$ cat src/rtl/cv32e40p_alu_permanent_fault_detector.sv
// Per-ALU permanent-fault detector: leaky mismatch counters fed by TMR voter outcomes,
// with sticky fault flags and registered event pulses for the faulty-ALU decoder.

module cv32e40p_alu_pfd_lane #(
    parameter int CNT_W     = 4,
    parameter int THRESHOLD = 8,
    parameter int DECAY_LEN = 16,
    parameter int STRK_W    = $clog2(DECAY_LEN + 1)
) (
    input  logic             clk,
    input  logic             rst,
    input  logic             clear,
    input  logic             count_en,
    input  logic             mismatch,
    output logic             flag,
    output logic [CNT_W-1:0] cnt,
    output logic             rise
);
    localparam logic [CNT_W-1:0]  THR     = CNT_W'(THRESHOLD);
    localparam logic [CNT_W-1:0]  CNT_MAX = '1;
    localparam logic [STRK_W-1:0] STRK_LAST = STRK_W'(DECAY_LEN - 1);

    logic [STRK_W-1:0] streak, streak_d;
    logic [CNT_W-1:0]  cnt_d;
    logic              flag_d;

    always_comb begin
        cnt_d    = cnt;
        streak_d = streak;
        flag_d   = flag;
        rise     = 1'b0;
        if (clear) begin
            cnt_d    = '0;
            streak_d = '0;
            flag_d   = 1'b0;
        end else if (count_en) begin
            if (mismatch) begin
                // A mismatch always beats a streak that would complete this cycle.
                streak_d = '0;
                if (cnt != CNT_MAX)
                    cnt_d = cnt + 1'b1;
                if (cnt_d == THR) begin
                    flag_d = 1'b1;
                    rise   = 1'b1;
                end
            end else if (streak == STRK_LAST) begin
                streak_d = '0;
                if (cnt != '0)
                    cnt_d = cnt - 1'b1;
            end else begin
                streak_d = streak + 1'b1;
            end
        end
    end

    always_ff @(posedge clk) begin
        if (rst) begin
            cnt    <= '0;
            streak <= '0;
            flag   <= 1'b0;
        end else begin
            cnt    <= cnt_d;
            streak <= streak_d;
            flag   <= flag_d;
        end
    end
endmodule

module cv32e40p_alu_permanent_fault_detector #(
    parameter int N_ALU     = 4,
    parameter int CNT_W     = 4,
    parameter int THRESHOLD = 8,
    parameter int DECAY_LEN = 16
) (
    input  logic                   clk,
    input  logic                   rst,
    input  logic                   vote_valid_i,
    input  logic [N_ALU-1:0]       active_alu_i,
    input  logic [N_ALU-1:0]       mismatch_i,
    input  logic                   clear_i,
    output logic [N_ALU-1:0]       permanent_faulty_alu_o,
    output logic                   new_fault_o,
    output logic                   no_majority_o,
    output logic [N_ALU*CNT_W-1:0] fault_cnt_o
);
    logic [N_ALU-1:0]            flags, eff_mm, count_en, rise;
    logic [N_ALU-1:0][CNT_W-1:0] cnt;
    logic                        ambiguous;

    // Faulty replicas no longer vote here, so they cannot make a vote ambiguous.
    assign eff_mm    = {N_ALU{vote_valid_i}} & mismatch_i & active_alu_i & ~flags;
    assign ambiguous = (eff_mm & (eff_mm - 1'b1)) != '0;
    assign count_en  = {N_ALU{vote_valid_i & ~ambiguous}} & active_alu_i & ~flags;

    for (genvar i = 0; i < N_ALU; i++) begin : g_lane
        cv32e40p_alu_pfd_lane #(
            .CNT_W    (CNT_W),
            .THRESHOLD(THRESHOLD),
            .DECAY_LEN(DECAY_LEN)
        ) u_lane (
            .clk     (clk),
            .rst     (rst),
            .clear   (clear_i),
            .count_en(count_en[i]),
            .mismatch(mismatch_i[i]),
            .flag    (flags[i]),
            .cnt     (cnt[i]),
            .rise    (rise[i])
        );
    end

    always_ff @(posedge clk) begin
        if (rst) begin
            new_fault_o   <= 1'b0;
            no_majority_o <= 1'b0;
        end else begin
            new_fault_o   <= ~clear_i & (|rise);
            no_majority_o <= ~clear_i & ambiguous;
        end
    end

    assign permanent_faulty_alu_o = flags;
    assign fault_cnt_o            = cnt;
endmodule

$ cat config.mk
export PLATFORM = sky130hd
export DESIGN_NAME = cv32e40p_alu_permanent_fault_detector
export DESIGN_NICKNAME = d
export VERILOG_FILES = /design/src/rtl/cv32e40p_alu_permanent_fault_detector.sv
export SDC_FILE = /design/constraint.sdc
export NUM_CORES = 1
export LEC_CHECK = 0
export ABC_AREA = 1
export BUFFER_PORTS_ARGS = -buffer_cell sky130_fd_sc_hd__buf_4
export CAP_MARGIN = 20
export CORE_ASPECT_RATIO = 0.7
export CORE_UTILIZATION = 37
export DETAILED_ROUTE_END_ITERATION = 6
export GPL_TIMING_DRIVEN = 1
export PLACE_DENSITY_LB_ADDON = 0.08
export SYNTH_ARGS = -nofsm -noshare
export SYNTH_HDL_FRONTEND = slang
export SYNTH_HIERARCHICAL = 1
export SYNTH_SLANG_ARGS = --single-unit
export TNS_END_PERCENT = 5
$ cat constraint.sdc
create_clock -name clk -period 3.78 [get_ports clk]
set_input_delay 0.189 -clock clk [delete_from_list [all_inputs] [get_ports clk]]
set_output_delay 0.189 -clock clk [all_outputs]
set_load 0.05 [all_outputs]
==> results of run 1 <==
## where the power goes
part | total, W | leakage (nW) | internal [W] | switching (W)
clock | 0.000434 | 0.0739 | 0.000262 | 0.000172
sequential | 0.000459 | 0.339 | 0.000448 | 0.0000116
combinational | 0.000128 | 1.18 | 0.0000426 | 0.0000854
## per-stage QoR
| step | power (W) | area [sq um] | hold slack (ns) | instances |
|---|---|---|---|---|
| after floorplan | 0.0005667 | 3068 | 0.3583 | 474 |
| after global placement | 0.0005981 | 3307 | 0.4754 | 592 |
| after detailed placement | 0.0005978 | 3307 | 0.4682 | 592 |
| after CTS | 0.001037 | 3455 | 0.2388 | 600 |
| after global routing | 0.001075 | 3455 | 0.2556 | 600 |
| final | 0.001022 | 3455 | 0.2430 | 600 |
## cell type report
type                            count  area [sq um]  share of cell area
Clock buffer                        7         142.6             0.04129
Clock inverter                      1         5.005            0.001449
Inverter                           60         225.2             0.06519
Multi-Input combinational cell    356          1867              0.5404
Sequential cell                    42         840.8              0.2434
Tap cell                          101         126.4             0.03658
Timing Repair Buffer               33         247.7             0.07171
## synthesized netlist by cell type
| cell type | number |
|---|---|
| nand2_1 | 116 |
| nor2_1 | 56 |
| inv_1 | 44 |
| dfxtp_1 | 42 |
| nand3_1 | 36 |
| a21oi_1 | 28 |
| nand4_1 | 20 |
| nand2_2 | 18 |
| ha_1 | 16 |
| inv_2 | 16 |
| o21ai_1 | 16 |
| buf_4 | 12 |
| nor2_2 | 12 |
| nor4_1 | 5 |
| and3_1 | 4 |
| buf_6 | 4 |
| nand2_4 | 4 |
| nand3_2 | 4 |
| nor2_4 | 4 |
| nor3_1 | 4 |
| nor3_2 | 4 |
| o21ai_0 | 4 |
| xnor2_1 | 4 |
| or2_2 | 1 |
## cell families (layout without fill, tap and decap cells)
logic type      Yosys count  count (layout)  share of synthesized area
compound gates           48              48                    0.07830
buf+inv                  76             101                     0.1175
fa+ha+maj                16              16                    0.06525
flops                    42              42                     0.2741
xor+xnor                  4               4                    0.01142
simple gates            288             288                     0.4535
## registers in the layout, indices dropped and copies added (netlist names)
name                  count
new_fault_o               1
g_lane.u_lane/streak     20
g_lane.u_lane/cnt        16
no_majority_o             1
g_lane.u_lane/flag        4
## tightest hold or removal path: stages
cell and delay (ns):
buf_4 0.13, or2_2 0.12, nor2_1 0.04
## layer usage
metal	up-vias	GRT usage	part of all wire
met5	-	0	0
li1	1580	-	-
met4	0	0.03067	0.0054
met3	5	0.03707	0.029
met2	29	0.2745	0.43
met1	1299	0.2385	0.53
## final timing paths
check                                                               end  slack (ns)
worst max-delay path                             new_fault_o$_SDFF_PP0_        1.53
worst min register to register  g_lane[2].u_lane/streak[4]$_SDFFE_PP0P_        0.48
worst min-delay path                           no_majority_o$_SDFF_PP0_        0.24
worst max register to register                   new_fault_o$_SDFF_PP0_        1.53
==> impl_results.md, run 1 <==
* Crit path required time at 4.00 ns
* Cell Area, Synth at 3068 sq um
* Worst path top cell family by delay: simple AND/OR/NAND/NOR gates
* First DRT Iteration DRCs at 92
* CTS tree: done
* CTS root buf: clkbuf_16
* Layout cells sized above 1 at 0.2064
* Post-CTS resize count at 0
* H-tree levels at 2
* Critical path's slowest cell: nor2_1
* Unrepaired setup endpoints after global routing: no
* Synthesized flop and latch total at 42
* Skew final at 0.003623 ns
* Core ar. at 7939 sq um
* Num CTS Buffers at 5
* Routed via count at 2913
* Syn Inst Count at 474
* CTS clock-pin slew for the worst setup and hold paths at 0.06 ns
* Core Util, Final at 0.4351
* Hold_buf cts at 0
* Fin Setup TNS at 0 ns
* Avg Cell Area, Syn at 6.472 sq um
* Most used cell, CP: nor2_1
* Synth top area share at 0.2741
* Final-report hold violation count at 0
* Die ar. at 8666 sq um
* Setup CP Type: register to register
* Data arrival, critical path at 2.47 ns
* Final Max Slew Viols at 0
* Worst-path cell chain: inv_1, nand2_1, nor2_1, nor2_1, nand2_1, nand2_2, nand2_2, nor2_1, nand2_2, inv_1, nand4_1, nor3_1, nor4_1, nor2_1
* Pleak at 1.589 nW
* Crit path from: g_lane[1].u_lane/flag$_SDFFE_PP0P_
* # IOs at 34
* DRT Wirelength at 7089 microns
* Antenna-violating nets left at 0
* Hold depth at 3
* Largest net degree at the start of global routing at 13
* Number of global-route vias before repair at 2641
* Post-synth net total at 502
* Sequential fraction of the synthesis area at 0.2741
* Max capacitance violation total at 0
* Power per standard cell area at 295.7 nW/um^2
* Clk Latency, worst-skew pair at 0.28 ns
* DP HPWL at 5482 microns
* Gpl congestion at 0.8500
* Crit. End Element: register
* Maximum vdd drop at 185.3 uV
* Post-CTS Setup Repair Bufs at 0
* Area grow syn2layout at 12.60%
* Slowest Stage Delay on Critical Path at 0.46 ns
* Warnings, synthesis at 6
* Status: finished clean
* N_diodes at 0
* Worst R2R Path Depth at 14
* Drt pass-1 iters at 4
* # DRC at 0
* Initial antenna violation count at 0
* Clock buffer depth at 2
* Final setup margin at 1.528 ns
* Final period utilization at 0.5957
* Worst-Margin Slew at 0.5829 ns
* Max Fclk at 444.1 MHz
* Min-delay src: rst
* Initial Util at 0.3864
* Worst hold path class: input port to register
* Synth top area cells: dfxtp_1 27%, nand2_1 14%, nor2_1 6.9%, ha_1 6.5%, nand3_1 5.9%
* Fin crit period at 2.252 ns
* Post-synth top area cell: dfxtp_1
* Final setup fails at 0
* Die Y-Extent at 78.19 microns
* Max_slew headroom at 0.6100
* Startpoint Class: register
* DP Worst Slack at 1.541 ns
* Worst Path Buf+Inv at 2
* Global-route usage over all layers at 0.1715
* CTS sink cnt at 42
* Routed vias/inst at 4.855
* First-pass GRT wire length at 12280 microns
* Yosys cell types at 24
* Origin of the critical flop-to-flop path: g_lane[1].u_lane/flag$_SDFFE_PP0P_
* Critical Path Stages at 14
* Net count, final at 526
* Fill cell count at 832
* GR Overflow Total at 0
* Most common cell after layout, fill and taps aside: nand2_1
* Row cnt at 27
* Most frequent cells in the layout: 116 x nand2_1, 56 x nor2_1, 44 x inv_1
* Crit-path max FO at 8
* WL per Instance at 11.82 microns
* Buffers on Ports at 33
* Die extent in x at 110.8 microns
Note: power is estimated with default switching activity, not from simulation.
==> inputs of run 2 (changes only) <==
clock period = 2 ns   (was 3.78 ns; I/O delays follow)
==> run 2 against run 1 <==
Count of clock-buffer cells in the layout stayed put; worst hold slack worse by 0.092 ns; critical endpoint is now g_lane[3].u_lane/streak[1]$_SDFFE_PP0P_; largest cell class unchanged; die area stayed put; clock power is 78% higher; critical path type unchanged.
==> impl_results.md, run 2 (synthesis gave the netlist of run 1 again) <==
* Unrepaired setup endpoints after global routing: no (unchanged)
* Origin of the critical flop-to-flop path: g_lane[2].u_lane/flag$_SDFFE_PP0P_ (was g_lane[1].u_lane/flag$_SDFFE_PP0P_)
* Final setup margin at 0.2277 ns (was 1.528 ns)
* Antenna-violating nets left at 0 (unchanged)
* Initial Util at 0.3864 (unchanged)
* CP Capture Point: g_lane[3].u_lane/streak[1]$_SDFFE_PP0P_ (was new_fault_o$_SDFF_PP0_)
* # DRC at 0 (unchanged)
* Skew final at 0.005275 ns (was 0.003623 ns)
* N_diodes at 0 (unchanged)
* Final Max Slew Viols at 0 (unchanged)
* CTS root buf: clkbuf_16 (unchanged)
* Number of global-route vias before repair at 2661 (was 2641)
* Final setup fails at 0 (unchanged)
* DRT Wirelength at 7258 microns (was 7089 microns)
* Pleak at 1.657 nW (was 1.589 nW)
* GR Overflow Total at 0 (unchanged)
* Buffers on Ports at 33 (unchanged)
* Net count, final at 540 (was 526)
* First-pass GRT wire length at 12410 microns (was 12280 microns)
* Worst hold path class: input port to register (unchanged)
* CTS tree: done (unchanged)
* DP HPWL at 5509 microns (was 5482 microns)
* Core ar. at 7939 sq um (unchanged)
* Drt pass-1 iters at 4 (unchanged)
* Largest net degree at the start of global routing at 12 (was 13)
* Non-Filler Instances at 613 (was 600)
* Routed vias/inst at 4.827 (was 4.855)
* Layout cells sized above 1 at 0.2441 (was 0.2064)
* Area grow syn2layout at 17.09% (was 12.60%)
* Initial antenna violation count at 0 (unchanged)
* Dpl cells at 606 (was 592)
* Data arrival, critical path at 1.99 ns (was 2.47 ns)
* Max_slew headroom at 0.6298 (was 0.6100)
* CTS clock-pin slew for the worst setup and hold paths at 0.06 ns (about the same)
* Global-route usage over all layers at 0.1745 (was 0.1715)
* Crit path required time at 2.21 ns (was 4.00 ns)
* Row cnt at 27 (unchanged)
* WL per Instance at 11.84 microns (was 11.82 microns)
* # IOs at 34 (unchanged)
* Setup CP Type: register to register (unchanged)
* Max Fclk at 564.3 MHz (was 444.1 MHz)
* Clock buffer depth at 2 (unchanged)
* Min-delay src: rst (unchanged)
* Largest regs: g_lane.u_lane/streak: 20 flops, g_lane.u_lane/cnt: 16 flops, g_lane.u_lane/flag: 4 flops (unchanged)
* H-tree levels at 2 (unchanged)
* Most flop-heavy register: g_lane.u_lane/streak (unchanged)
* Startpoint Class: register (unchanged)
* Status: finished clean (unchanged)
* Most common cell after layout, fill and taps aside: nand2_1 (unchanged)
* Num CTS Buffers at 5 (unchanged)
* Hold_buf cts at 0 (unchanged)
* Final period utilization at 0.8861 (was 0.5957)
* CTS sink cnt at 42 (unchanged)
* Die extent in x at 110.8 microns (unchanged)
* Clk Latency, worst-skew pair at 0.28 ns (about the same)
* Crit-path max FO at 7 (was 8)
* Fin crit period at 1.772 ns (was 2.252 ns)
* Gpl congestion at 0.8397 (was 0.8500)
* Worst reg2reg path endpoint: g_lane[3].u_lane/streak[1]$_SDFFE_PP0P_ (was new_fault_o$_SDFF_PP0_)
* Max capacitance violation total at 0 (unchanged)
* Largest register FFs at 20 (unchanged)
* Slowest Stage Delay on Critical Path at 0.34 ns (was 0.46 ns)
* DP Worst Slack at 0.1808 ns (was 1.541 ns)
* Final-report hold violation count at 0 (unchanged)
* Most used cell, CP: nand2_1 (was nor2_1)
* Crit. End Element: register (unchanged)
* First DRT Iteration DRCs at 97 (was 92)
* Worst-path cell chain: inv_1, nand2_1, nor2_1, nor2_1, nand2_1, nand2_2, nand2_4, nor2_2, buf_4, inv_2, nor3_2, nand2_1, a21oi_1 (was inv_1, nand2_1, nor2_1, nor2_1, nand2_1, nand2_2, nand2_2, nor2_1, nand2_2, inv_1, nand4_1, nor3_1, nor4_1, nor2_1)
* Worst R2R Path Depth at 13 (was 14)
* Worst-Margin Slew at 0.5545 ns (was 0.5829 ns)
* Fin Setup TNS at 0 ns (unchanged)
* Power per standard cell area at 530.4 nW/um^2 (was 295.7 nW/um^2)
* Maximum vdd drop at 259.5 uV (was 185.3 uV)
* Crit path from: g_lane[2].u_lane/flag$_SDFFE_PP0P_ (was g_lane[1].u_lane/flag$_SDFFE_PP0P_)
* Routed via count at 2959 (was 2913)
* Die ar. at 8666 sq um (unchanged)
* Most frequent cells in the layout: 116 x nand2_1, 52 x nor2_1, 47 x buf_4 (was 116 x nand2_1, 56 x nor2_1, 44 x inv_1)
* Critical path's slowest cell: dfxtp_1 (was nor2_1)
* Die Y-Extent at 78.19 microns (unchanged)
* Reg2reg setup slack at 0.23 ns (was 1.53 ns)
## run 2: changes by cell type in the layout (fill, tap and decap cells not counted), moves of 3 or more
cell,delta
nor2_1,-4
buf_4,+14
nor3_1,-4
nor3_2,+4
nor2_2,+3
## run 2: worst min path at each step
stage / endpoint / slack [ns] / cells past startpoint
finish: no_majority_o$_SDFF_PP0_ / 0.15 / 3
CTS: no_majority_o$_SDFF_PP0_ / 0.14 / 3
global placement: new_fault_o$_SDFF_PP0_ / 0.45 / 3
detailed placement: no_majority_o$_SDFF_PP0_ / 0.45 / 3
global route: no_majority_o$_SDFF_PP0_ / 0.19 / 3
floorplan: g_lane[0].u_lane/streak[0]$_SDFFE_PP0P_ / 0.27 / 3
## run 2: metal layers
layer / vias up / global-route usage / share of wire
li1: 1601 / - / -
met1: 1294 / 0.2580 / 0.54
met2: 60 / 0.2602 / 0.41
met3: 4 / 0.03475 / 0.041
met4: 0 / 0.03467 / 0.0044
met5: - / 0 / 0
## run 2: area by class of cell
class	instances	area (sq um)
Inverter	60	225.2
Timing Repair Buffer	47	352.8
Clock buffer	7	132.6
Tap cell	101	126.4
Fill cell	825	4347
Multi-Input combinational cell	356	1913
Sequential cell	42	842.1
## run 2: through the flow
stage               cell area (sq um)  hold slack [ns]  utilization  power [W]
floorplan                        3068           0.2693            -   0.001071
global placement                 3412           0.4495       0.4298   0.001143
detailed placement               3412           0.4475       0.4298   0.001141
CTS                              3545           0.1412       0.4465   0.001937
global route                     3592           0.1917       0.4525   0.002003
finish                           3592           0.1513       0.4525   0.001905
## run 2: worst max-delay path: cells and delay by family, from the launching register on
family          cells  cell delay (ns)
flops               1             0.34
simple gates        9             0.96
buf+inv             3             0.26
compound gates      1             0.13
## run 2: what timing repair did
| item | 4_1_cts | 5_1_grt |
|---|---|---|
| setup endpoints to repair | 0 | 4 |
| setup buffers | 0 | 0 |
| gates resized for setup | 0 | 12 |
## run 2: power by group
group | internal (W) | total, W | switching, W | leakage (nW)
sequential | 0.000846 | 0.000863 | 0.0000170 | 0.340
combinational | 0.0000932 | 0.000268 | 0.000175 | 1.25
clock | 0.000457 | 0.000774 | 0.000317 | 0.0640
total | 0.00140 | 0.00191 | 0.000509 | 1.66
==> inputs of run 3 (changes only) <==
ABC_AREA = default   (was 1)
==> run 3 against run 2 <==
Core utilization fell by 1.1 points; worst hold slack got worse by 0.082 ns; global-route usage rose by 0.12 points; power up 0.90%; clock skew is 0.00061 ns higher; largest power group unchanged; clock power is 8.1% higher; setup slack lost 0.055 ns; critical path type unchanged.
==> impl_results.md, run 3 <==
* Initial Util at 0.3849 (was 0.3864)
* Flop pwr share at 0.443 (was 0.453)
* Core Util, Final at 0.4413 (was 0.4525)
* Worst hold path class: input port to register (unchanged)
* Warnings, synthesis at 6 (unchanged)
* Post-synth net total at 380 (was 502)
* Reg2reg setup slack at 0.17 ns (was 0.23 ns)
* Combinational share of power at 0.122 (was 0.141)
* Worst reg2reg path endpoint: new_fault_o$_SDFF_PP0_ (was g_lane[3].u_lane/streak[1]$_SDFFE_PP0P_)
* Final period utilization at 0.9135 (was 0.8861)
* Gpl congestion at 0.8052 (was 0.8397)
* DP Worst Slack at 0.09484 ns (was 0.1808 ns)
* Clk Latency, worst-skew pair at 0.29 ns (was 0.28 ns)
* Pleak at 1.211 nW (was 1.657 nW)
* Origin of the critical flop-to-flop path: g_lane[3].u_lane/cnt[0]$_SDFFE_PP0P_ (was g_lane[2].u_lane/flag$_SDFFE_PP0P_)
* Final Max Slew Viols at 0 (unchanged)
* P_sw at 0.0004958 W (was 0.0005092 W)
* Number of global-route vias before repair at 2515 (was 2661)
* # DRC at 0 (unchanged)
* Core ar. at 7939 sq um (unchanged)
* Top_reg_cell synth: dfxtp_1 (unchanged)
* DP HPWL at 5049 microns (was 5509 microns)
* Cell Area, Synth at 3055 sq um (was 3068 sq um)
* # IOs at 34 (unchanged)
* Setup CP Type: register to register (unchanged)
* CTS tree: done (unchanged)
* Synth async-reset ratio at 0 (unchanged)
* Initial antenna violation count at 0 (unchanged)
* Post-DP Area at 3339 sq um (was 3412 sq um)
* Most frequent cells in the layout: 41 x buf_4, 39 x dfxtp_1, 29 x a21oi_1 (was 116 x nand2_1, 52 x nor2_1, 47 x buf_4)
* Hold depth at 2 (was 3)
* DRT Wirelength at 7172 microns (was 7258 microns)
* Fin Setup TNS at 0 ns (unchanged)
* Power per standard cell area at 548.8 nW/um^2 (was 530.4 nW/um^2)
* Clock buffer depth at 2 (unchanged)
* Buffers on Ports at 33 (unchanged)
* Worst-Margin Slew at 0.4719 ns (was 0.5545 ns)
* Most flop-heavy register: g_lane.u_lane/streak (unchanged)
* WL per Instance at 14.91 microns (was 11.84 microns)
* N_diodes at 0 (unchanged)
* Largest net degree at the start of global routing at 17 (was 12)
* Routed vias/inst at 5.647 (was 4.827)
* Maximum vdd drop at 285.8 uV (was 259.5 uV)
* Sw Share at 0.2579 (was 0.2672)
* Synth top area share at 0.2752 (was 0.2741)
* Crit path required time at 2.21 ns (about the same)
* Hold_buf cts at 0 (unchanged)
* Die ar. at 8631 sq um (was 8666 sq um)
* Sequential fraction of the synthesis area at 0.2752 (was 0.2741)
* Cell with the most instances after synthesis: dfxtp_1 (was nand2_1)
* Max_slew headroom at 0.6842 (was 0.6298)
* Crit. End Element: register (unchanged)
* Syn Inst Count at 352 (was 474)
* Antenna-violating nets left at 0 (unchanged)
* Final-report hold violation count at 0 (unchanged)
* CTS sink cnt at 42 (unchanged)
* Max Fclk at 547.4 MHz (was 564.3 MHz)
* Drt pass-1 iters at 4 (unchanged)
* Yosys cell types at 40 (was 24)
* Largest regs: g_lane.u_lane/streak: 20 flops, g_lane.u_lane/cnt: 16 flops, g_lane.u_lane/flag: 4 flops (unchanged)
* Crit-path max FO at 5 (was 7)
* Die Y-Extent at 78.03 microns (was 78.19 microns)
* Skew final at 0.005883 ns (was 0.005275 ns)
* Clock power frac at 0.435 (was 0.406)
* Area grow syn2layout at 14.66% (was 17.09%)
* First-pass GRT wire length at 12390 microns (was 12410 microns)
* Fin crit period at 1.827 ns (was 1.772 ns)
* Finished Cell Area at 3503 sq um (was 3592 sq um)
* Synth cell count leaders: 42 x dfxtp_1, 29 x a21oi_1, 28 x nand2_1, 20 x inv_1 (was 116 x nand2_1, 56 x nor2_1, 44 x inv_1, 42 x dfxtp_1, 36 x nand3_1)
* Layout cells sized above 1 at 0.1974 (was 0.2441)
* Most common cell after layout, fill and taps aside: buf_4 (was nand2_1)
* Net count, final at 407 (was 540)
* Avg Cell Area, Syn at 8.680 sq um (was 6.472 sq um)
* Final setup fails at 0 (unchanged)
* Max capacitance violation total at 0 (unchanged)
* Synthesized flop and latch total at 42 (unchanged)
* Largest register FFs at 20 (unchanged)
* Startpoint Class: register (unchanged)
* CTS root buf: clkbuf_16 (unchanged)
* Worst R2R Path Depth at 7 (was 13)
* Post-synth top area cell: dfxtp_1 (unchanged)
* Pint at 0.001427 W (was 0.001396 W)
* First DRT Iteration DRCs at 182 (was 97)
* Status: finished clean (unchanged)
* Routed via count at 2716 (was 2959)
* Num CTS Buffers at 5 (unchanged)
* Row cnt at 27 (unchanged)
* Die extent in x at 110.6 microns (was 110.8 microns)
* Global-route usage over all layers at 0.1757 (was 0.1745)
* CTS clock-pin slew for the worst setup and hold paths at 0.06 ns (about the same)
* EDFF count, synth at 0 (unchanged)
* Unrepaired setup endpoints after global routing: no (unchanged)
* H-tree levels at 2 (unchanged)
* Min-delay src: rst (unchanged)
* Synth top area cells: dfxtp_1 28%, ha_1 6.6%, a21oi_1 4.8%, a2111oi_4 3.6%, nand2_1 3.4% (was dfxtp_1 27%, nand2_1 14%, nor2_1 6.9%, ha_1 6.5%, nand3_1 5.9%)
* Final setup margin at 0.1730 ns (was 0.2277 ns)
* WHS Endpoint: new_fault_o$_SDFF_PP0_ (was no_majority_o$_SDFF_PP0_)
* Data arrival, critical path at 2.04 ns (was 1.99 ns)
* GR Overflow Total at 0 (unchanged)
[run 3: cell types whose count changed after synthesis, moves of 16 or more]
cell	delta
nand2_2	-18
nor2_1	-40
nand3_1	-20
nand2b_1	+16
inv_2	-16
inv_1	-24
nand2_1	-88
[run 3: worst max path at each step]
| stage | startpoint | slack (ns) | to | depth (start not counted) |
|---|---|---|---|---|
| finish | g_lane[3].u_lane/cnt[0]$_SDFFE_PP0P_ | 0.17 | new_fault_o$_SDFF_PP0_ | 7 |
| CTS | g_lane[0].u_lane/cnt[0]$_SDFFE_PP0P_ | 0.11 | new_fault_o$_SDFF_PP0_ | 7 |
| floorplan | g_lane[0].u_lane/cnt[0]$_SDFFE_PP0P_ | 0.01 | new_fault_o$_SDFF_PP0_ | 7 |
| global route | g_lane[3].u_lane/cnt[0]$_SDFFE_PP0P_ | 0.008 | new_fault_o$_SDFF_PP0_ | 7 |
| detailed placement | g_lane[0].u_lane/cnt[0]$_SDFFE_PP0P_ | 0.09 | new_fault_o$_SDFF_PP0_ | 7 |
| global placement | g_lane[0].u_lane/cnt[0]$_SDFFE_PP0P_ | 0.14 | new_fault_o$_SDFF_PP0_ | 7 |
[run 3: logic make-up after synthesis]
kind of cell / count (synthesis) / share of synthesized area
adders and majority gates: 17 / 0.06880
buffers and inverters: 41 / 0.07412
and+or+nand+nor: 138 / 0.2822
AOI/OAI and AO/OA: 106 / 0.2735
DFF: 42 / 0.2752
muxes: 8 / 0.02621
[run 3: power groups by stage]
stage	clock network, W	logic, W	registers, W
6_report	0.000837	0.000234	0.000852
5_1_grt	0.000910	0.000259	0.000853
4_1_cts	0.000872	0.000233	0.000852
3_5_place_dp	0	0.000232	0.000871
3_3_place_gp	0	0.000232	0.000871
2_1_floorplan	0	0.000153	0.000878
[run 3: cell type report]
type	instances	area, sq um
Fill cell	799	4436
Tap cell	101	126.4
Sequential cell	42	844.6
Multi-Input combinational cell	269	2002
Clock inverter	1	5.005
Inverter	20	75.07
Timing Repair Buffer	41	307.8
Clock buffer	7	142.6
[run 3: worst max-delay path, stage by stage, from the launching register on]
cell and delay [ns]:
dfxtp_1 0.41, inv_1 0.15, ha_1 0.33, o41ai_1 0.24, a32oi_1 0.12, nor3_1 0.29, nor4_1 0.09, nor3_1 0.12
[run 3: metrics by stage]
step           hold slack (ns)  std cells  total power [W]
6_report               0.06888        481         0.001923
5_1_grt                0.07525        481         0.002022
4_1_cts                0.05858        481         0.001957
3_5_place_dp            0.3705        473         0.001103
3_3_place_gp            0.3655        473         0.001103
2_1_floorplan           0.1768        352         0.001031
[run 3: what timing repair did]
action	CTS	global route
resized for setup	0	4
endpoints found under the setup margin	0	2
endpoints found under the hold margin	0	0
buffers inserted	0	0
[run 3: routing by layer]
metal	vias up	wire length (microns)	global-route usage
li1	1386	-	-
met3	6	283	0.04247
met4	0	74	0.05467
met2	49	2992	0.2602
met1	1275	3822	0.2500
met5	-	0	0
